`config.mk`:
```
export PLATFORM = sky130hd
export DESIGN_NAME = cnna_mac_pipe
export DESIGN_NICKNAME = d
export VERILOG_FILES = /design/src/rtl/cnna_mac_pipe.sv
export SDC_FILE = /design/constraint.sdc
export NUM_CORES = 1
export LEC_CHECK = 0
export CAP_MARGIN = 5
export CORE_ASPECT_RATIO = 2
export CORE_MARGIN = 4
export CORE_UTILIZATION = 55
export CTS_BUF_LIST = sky130_fd_sc_hd__clkbuf_4
export DETAILED_ROUTE_END_ITERATION = 8
export PLACE_DENSITY = 0.78
export SETUP_SLACK_MARGIN = 0.1
export SLEW_MARGIN = 20
export SYNTH_ARGS = -nofsm -noshare
export SYNTH_HDL_FRONTEND = slang
export SYNTH_SLANG_ARGS = --single-unit
```
`constraint.sdc`:
```
create_clock -name ap_clk -period 5.8 [get_ports ap_clk]
set_input_delay 0.87 -clock ap_clk [delete_from_list [all_inputs] [get_ports ap_clk]]
set_output_delay 0.87 -clock ap_clk [all_outputs]
set_load 0.01 [all_outputs]
```
`src/rtl/cnna_mac_pipe.sv`:
```
// Pipelined multiply-accumulate unit with grouped accumulation (first/last markers),
// signed/unsigned operands, per-group overflow flag and a valid/ready handshake on both sides.
module cnna_mac_pipe #(
  parameter int unsigned A_WIDTH     = 13,
  parameter int unsigned B_WIDTH     = 9,
  parameter int unsigned ACC_WIDTH   = 32,
  parameter int unsigned NUM_STAGE   = 3,
  parameter int unsigned SIGNED_MODE = 0
) (
  input  logic                 ap_clk,
  input  logic                 ap_rst_n,
  input  logic                 in_valid,
  output logic                 in_ready,
  input  logic [A_WIDTH-1:0]   in_a,
  input  logic [B_WIDTH-1:0]   in_b,
  input  logic                 in_first,
  input  logic                 in_last,
  output logic                 out_valid,
  input  logic                 out_ready,
  output logic [ACC_WIDTH-1:0] out_data,
  output logic                 out_ovf
);

  localparam int unsigned PW = A_WIDTH + B_WIDTH;
  localparam int unsigned NS = NUM_STAGE;

  logic                 stall_c;

  logic                 op_valid_q, op_valid_d;
  logic                 op_first_q, op_first_d;
  logic                 op_last_q,  op_last_d;
  logic [A_WIDTH-1:0]   op_a_q,     op_a_d;
  logic [B_WIDTH-1:0]   op_b_q,     op_b_d;

  logic [NS-1:0]        pr_valid_q, pr_valid_d;
  logic [NS-1:0]        pr_first_q, pr_first_d;
  logic [NS-1:0]        pr_last_q,  pr_last_d;
  logic [PW-1:0]        pr_data_q [NS];
  logic [PW-1:0]        pr_data_d [NS];

  logic [ACC_WIDTH-1:0] acc_q,      acc_d;
  logic                 grp_ovf_q,  grp_ovf_d;

  logic                 res_valid_q, res_valid_d;
  logic [ACC_WIDTH-1:0] res_data_q,  res_data_d;
  logic                 res_ovf_q,   res_ovf_d;

  logic                 out_valid_q, out_valid_d;
  logic [ACC_WIDTH-1:0] out_data_q,  out_data_d;
  logic                 out_ovf_q,   out_ovf_d;

  logic [PW-1:0]        a_ext_c, b_ext_c;
  logic [ACC_WIDTH-1:0] p_ext_c, base_c;
  logic [ACC_WIDTH:0]   sum_c;
  logic                 add_ovf_c, grp_c;

  // A full, unaccepted result freezes the entire pipeline.
  assign stall_c   = out_valid_q && !out_ready;
  assign in_ready  = ap_rst_n && !stall_c;

  assign out_valid = out_valid_q;
  assign out_data  = out_data_q;
  assign out_ovf   = out_ovf_q;

  // Operand extension to product width, and product extension to accumulator width.
  always_comb begin
    a_ext_c = PW'(op_a_q);
    b_ext_c = PW'(op_b_q);
    if (SIGNED_MODE != 0 && op_a_q[A_WIDTH-1]) a_ext_c = a_ext_c | ~PW'({A_WIDTH{1'b1}});
    if (SIGNED_MODE != 0 && op_b_q[B_WIDTH-1]) b_ext_c = b_ext_c | ~PW'({B_WIDTH{1'b1}});

    p_ext_c = ACC_WIDTH'(pr_data_q[NS-1]);
    if (SIGNED_MODE != 0 && pr_data_q[NS-1][PW-1]) p_ext_c = p_ext_c | ~ACC_WIDTH'({PW{1'b1}});

    base_c = pr_first_q[NS-1] ? '0 : acc_q;
    sum_c  = {1'b0, base_c} + {1'b0, p_ext_c};
    if (SIGNED_MODE != 0) begin
      add_ovf_c = (base_c[ACC_WIDTH-1] == p_ext_c[ACC_WIDTH-1]) &&
                  (sum_c[ACC_WIDTH-1] != base_c[ACC_WIDTH-1]);
    end else begin
      add_ovf_c = sum_c[ACC_WIDTH];
    end
    grp_c = (pr_first_q[NS-1] ? 1'b0 : grp_ovf_q) | add_ovf_c;
  end

  // Next-state for every stage; all registers hold while stalled.
  always_comb begin
    op_valid_d  = op_valid_q;
    op_first_d  = op_first_q;
    op_last_d   = op_last_q;
    op_a_d      = op_a_q;
    op_b_d      = op_b_q;
    pr_valid_d  = pr_valid_q;
    pr_first_d  = pr_first_q;
    pr_last_d   = pr_last_q;
    pr_data_d   = pr_data_q;
    acc_d       = acc_q;
    grp_ovf_d   = grp_ovf_q;
    res_valid_d = res_valid_q;
    res_data_d  = res_data_q;
    res_ovf_d   = res_ovf_q;
    out_valid_d = out_valid_q;
    out_data_d  = out_data_q;
    out_ovf_d   = out_ovf_q;

    if (!stall_c) begin
      op_valid_d = in_valid;
      op_first_d = in_first;
      op_last_d  = in_last;
      op_a_d     = in_a;
      op_b_d     = in_b;

      pr_valid_d[0] = op_valid_q;
      pr_first_d[0] = op_first_q;
      pr_last_d[0]  = op_last_q;
      pr_data_d[0]  = a_ext_c * b_ext_c;
      for (int i = 1; i < int'(NS); i++) begin
        pr_valid_d[i] = pr_valid_q[i-1];
        pr_first_d[i] = pr_first_q[i-1];
        pr_last_d[i]  = pr_last_q[i-1];
        pr_data_d[i]  = pr_data_q[i-1];
      end

      res_valid_d = 1'b0;
      if (pr_valid_q[NS-1]) begin
        if (pr_last_q[NS-1]) begin
          acc_d       = '0;
          grp_ovf_d   = 1'b0;
          res_valid_d = 1'b1;
          res_data_d  = sum_c[ACC_WIDTH-1:0];
          res_ovf_d   = grp_c;
        end else begin
          acc_d     = sum_c[ACC_WIDTH-1:0];
          grp_ovf_d = grp_c;
        end
      end

      // Not stalled means the output slot is empty or draining this edge.
      out_valid_d = res_valid_q;
      if (res_valid_q) begin
        out_data_d = res_data_q;
        out_ovf_d  = res_ovf_q;
      end
    end
  end

  always_ff @(posedge ap_clk) begin
    if (!ap_rst_n) begin
      op_valid_q  <= 1'b0;
      op_first_q  <= 1'b0;
      op_last_q   <= 1'b0;
      op_a_q      <= '0;
      op_b_q      <= '0;
      pr_valid_q  <= '0;
      pr_first_q  <= '0;
      pr_last_q   <= '0;
      for (int i = 0; i < int'(NS); i++) pr_data_q[i] <= '0;
      acc_q       <= '0;
      grp_ovf_q   <= 1'b0;
      res_valid_q <= 1'b0;
      res_data_q  <= '0;
      res_ovf_q   <= 1'b0;
      out_valid_q <= 1'b0;
      out_data_q  <= '0;
      out_ovf_q   <= 1'b0;
    end else begin
      op_valid_q  <= op_valid_d;
      op_first_q  <= op_first_d;
      op_last_q   <= op_last_d;
      op_a_q      <= op_a_d;
      op_b_q      <= op_b_d;
      pr_valid_q  <= pr_valid_d;
      pr_first_q  <= pr_first_d;
      pr_last_q   <= pr_last_d;
      pr_data_q   <= pr_data_d;
      acc_q       <= acc_d;
      grp_ovf_q   <= grp_ovf_d;
      res_valid_q <= res_valid_d;
      res_data_q  <= res_data_d;
      res_ovf_q   <= res_ovf_d;
      out_valid_q <= out_valid_d;
      out_data_q  <= out_data_d;
      out_ovf_q   <= out_ovf_d;
    end
  end

endmodule

```
Word level (Yosys, flattened, before mapping). Cells that the tools add are included.

$mul: 1. Reductions and logical operators: 7. Add/sub/neg operators: 1. Muxes and demuxes: 6. Bitwise gates (word level): 2.

Operators with widths (count): two-way mux 32 bit (2); adder 32 x 22 -> 33 bit (1); multiplier 13 x 9 -> 22 bit (1); two-way mux 1 bit (4); AND reduction 2 bit (2); AND reduction 3 bit (1); logical AND 1 bit (2); logical NOT 1 bit (2); inverter 1 bit (1); OR 1 bit (1).

Output and inout bits: 35. Input port bits: 28. Register bits: 201. Word-level logic and storage cells: 36.

Longest topological paths before layout. Gate-level depths: netlist of the first run.

Depth after elaboration: 4. Depth in mapped cells: 18. Mapped depth without buffers: 17.

Worst setup path after synthesis of the first run. Ideal clock, no wire load.

Path kind: reg-to-reg. Start: reg op_b_q[2]. End: reg pr_data_q[64] (netlist name). Required time: 5.678 ns. Stages on the path, launching flop included: 18. Data arrival time: 4.729 ns. Library setup time: 0.122 ns. Setup slack: 0.949 ns. Buffers on the path: 1. Clock period less this slack: 4.851 ns. Path through: dfxtp_1 clkbuf_1 nand2_1 fa_1 inv_1 fa_1 ha_1 inv_1 fa_1 inv_1 fa_1 a211oi_1 nor2_1 a221o_1 a31oi_1 o21ai_0 and2_1 a311o_1.

Word-level cells in the longest chain between the ends: 1.

RTL lines: from (decl) (RTL line 33) `logic [B_WIDTH-1:0] op_b_q, op_b_d;`; from (signal assigned) (RTL line 171) `op_b_q <= op_b_d;`; multiplier 13 x 9 -> 22 bit (RTL line 116) `pr_data_d[0] = a_ext_c * b_ext_c;`; to (signal assigned) (RTL line 175) `pr_data_q <= pr_data_d;`; to (decl) (RTL line 38) `logic [PW-1:0] pr_data_q [NS];`.

Every way passes these cells. A chain may end at the register's enable or synchronous reset.

Worst setup path after layout of the first run. Ends and elaborated chain as after synthesis.

==> results of run 1 <==
[worst paths after layout]
path                 start       endpoint  slack [ns]  depth (start not counted)
min reg2reg  pr_data_q[29]     p_ext_c[7]        0.44                          2
max              op_b_q[2]  pr_data_q[64]        0.46                         16
max reg2reg      op_b_q[2]  pr_data_q[64]        0.46                         16
min          pr_data_q[29]     p_ext_c[7]        0.44                          2
[power breakdown]
part           switching (W)  internal [W]  leakage, nW  total (W)
clock               0.000545      0.000638        0.367    0.00118
combinational       0.000228      0.000162         4.04   0.000389
sequential         0.0000475       0.00143         1.63    0.00148
[metal layers]
layer | up-vias | global-route usage (%) | wire (um) | part of all wire [%]
li1 | 5320 | - | - | -
met5 | - | 0 | 0 | 0
met1 | 5264 | 25.8 | 11200 | 33
met4 | 0 | 21.6 | 3120 | 9.1
met2 | 315 | 49.9 | 18700 | 54
met3 | 156 | 3.20 | 1220 | 3.5
[through the flow]
stage          setup slack, ns  instances
4_1_cts                  0.493       1921
2_1_floorplan            0.949       1584
5_1_grt                  0.186       1922
3_3_place_gp             0.672       1842
3_5_place_dp             0.534       1842
6_report                 0.457       1922
[worst register-to-register path, delay by kind of cell (launching register included)]
family | cells | cell delay, ns
AO/OA/AOI/OAI | 5 | 1.58
adder cells (fa/ha/maj) | 5 | 2.32
buffers and inverters | 3 | 0.18
flip-flops | 1 | 0.63
AND/OR/NAND/NOR | 3 | 0.49
[logic make-up after synthesis]
family / after synthesis / synth area share, %
buffers and inverters: 213 / 6.39
AO/OA/AOI/OAI: 342 / 16.6
multiplexers: 5 / 0.398
adder cells (fa/ha/maj): 143 / 18.9
flip-flops: 201 / 32.0
AND/OR/NAND/NOR: 645 / 23.2
XOR/XNOR: 35 / 2.44
[layout make-up]
cell class                      count  area [um^2]
Antenna cell                        1         2.50
Clock inverter                      9         91.3
Inverter                          114          430
Fill cell                        2045         8710
Sequential cell                   201         4020
Multi-Input combinational cell   1170         7780
Clock buffer                       70          526
Timing Repair Buffer               77          733
Tap cell                          280          350
[state kept, by name (all words and copies together) (netlist names)]
register     cells
pr_last_q        3
grp_ovf_q        1
op_a_q          13
acc_q           32
res_data_q      32
op_first_q       1
op_b_q           9
out_data        32
op_last_q        1
pr_valid_q       3
op_valid_q       1
out_ovf          1
pr_data_q       44
pr_first_q       3
res_ovf_q        1
p_ext_c         22
res_valid_q      1
out_valid        1
[placed cells by master (no fill, tap or decap), types with 17 or more instances in the layout]
cell / n
nand2_1: 383
dfxtp_1: 201
a21oi_1: 183
inv_1: 113
fa_1: 79
and2_1: 72
clkbuf_4: 70
ha_1: 64
clkdlybuf4s50_1: 62
nor2_1: 59
o21ai_0: 35
nor2b_1: 30
nand3_1: 30
a21o_1: 26
xnor2_1: 22
nor3_1: 17
==> flow_metrics.tcl, run 1 <==
set metrics [dict create \
    utilization_pct 61.5 \
    yosysMostFrequentCell "nand2_1" \
    ir_drop_mv 0.193 \
    yosysTopAreaCell "dfxtp_1" \
    ys_types 66 \
    hold_violations 0 \
    routabilityCongestion 0.998 \
    drt-pass1-iter-count 7 \
    cts-htree-levels 2 \
    slew_viol_final 0 \
    postPlaceCellArea_um2 13300 \
    synth_edf_count 0 \
    grt_use_total_pct 27.0 \
    fin_nets 1781 \
    finalPower_w 0.00305 \
    ys_seq_elements 201 \
    cp.required_ns 6.32 \
    path_buf_inv 3 \
    fin_tns_setup_ns 0 \
    synth-main-ff-cell "dfxtp_1" \
    yosysTopAreaCellShare_pct 32.0 \
    num_vias 11055 \
    cts-root-buf "clkbuf_4" \
    cts_tree "done" \
    crit_top_cell "fa_1" \
    netlist_area_um2 12600 \
    cts.path.max_buffers 3 \
    ys_warn_count 0 \
    p_per_area_nw_per_um2 219 \
    setup_viol 0 \
    grt_pass1_wl_mm 55.0 \
    via_per_inst 5.75 \
    synth_seq_area_share_pct 32.0 \
    dr.first_iter.drc_count 768 \
    cts_hold_buf 0 \
    worstSetupPathType "flop to flop" \
    cts_resized 0 \
    crit_path_end_kind "flop" \
    wl_per_cell_um 17.8 \
    final_area_um2 13900 \
    netlist_instances 1584 \
    die_h_um 222 \
    period_needed_ns 5.34 \
    dieArea_um2 25500 \
    globalRouteOverflowTotal 0 \
    rsz0062_at_grt "no" \
    row_count 78 \
    synthTopCellsByArea "dfxtp_1 32%, fa_1 13%, nand2_1 11%" \
    cts_buffers 46 \
    dpl.hpwl_mm 26.0 \
    cts_setup_buffers 0 \
    drc 0 \
    hold_slack_ns 0.437 \
    drt_wl_total_mm 34.2 \
    final_layout_size_suffix_gt1_share_pct 6.15 \
    min_path_type "flop to flop" \
    syn_avg_cell_area_um2 7.94 \
    clk_pin_slew_ns 0.07 \
    relSlewSlack_pct 26.0 \
    clk_latency_ns 0.67 \
    io_pins 63 \
    start_util_pct 55.6 \
    place.port_buffers 62 \
    die_w_um 115 \
    clock_skew_ns 0.0348 \
    antenna_left 0 \
    cpPeakStageDelay_ns 0.63 \
    cp_top_family "adder cells" \
    fmaxAchievable_ghz 0.187 \
    grt_pass1_vias 11114 \
    grt_max_degree 76 \
    path_max_fanout 14 \
    grt_antenna_before_repair 1 \
    syn_to_final_growth_pct 10.8 \
    synth_nets 1755 \
    worst_setup_path_start_kind "flop" \
    worstPathArrival_ns 5.86 \
    tightest_slew_ns 1.11 \
    min_period_over_period_pct 92.1 \
    worstPathCellList "nand2_1, fa_1, inv_1, fa_1, ha_1, inv_1, fa_1, inv_1, fa_1, a211oi_1, nor2_1, a221o_1, a31oi_1, o21ai_0, and2_1, a311o_1" \
    ys_async_sr_fraction_pct 0 \
    max_cap_violations 0 \
    status "complete, no violations" \
    critPathSlowestCell "dfxtp_1" \
    clock_sinks 201 \
    core-area_um2 22600 \
    synth_common_cells "383 x nand2_1, 201 x dfxtp_1, 184 x a21oi_1" \
    p_leak_nw 6.04 \
]
No activity file was read; power rests on OpenSTA's default activity.
==> run 2: changes to the inputs <==
--- a/config.mk
+++ b/config.mk
@@ -17,3 +17,4 @@
 export SYNTH_ARGS = -nofsm -noshare
 export SYNTH_HDL_FRONTEND = slang
 export SYNTH_SLANG_ARGS = --single-unit
+export TNS_END_PERCENT = 10
==> results of run 2 <==
No change in the layout: final DEF, timing and power equal those of run 1.
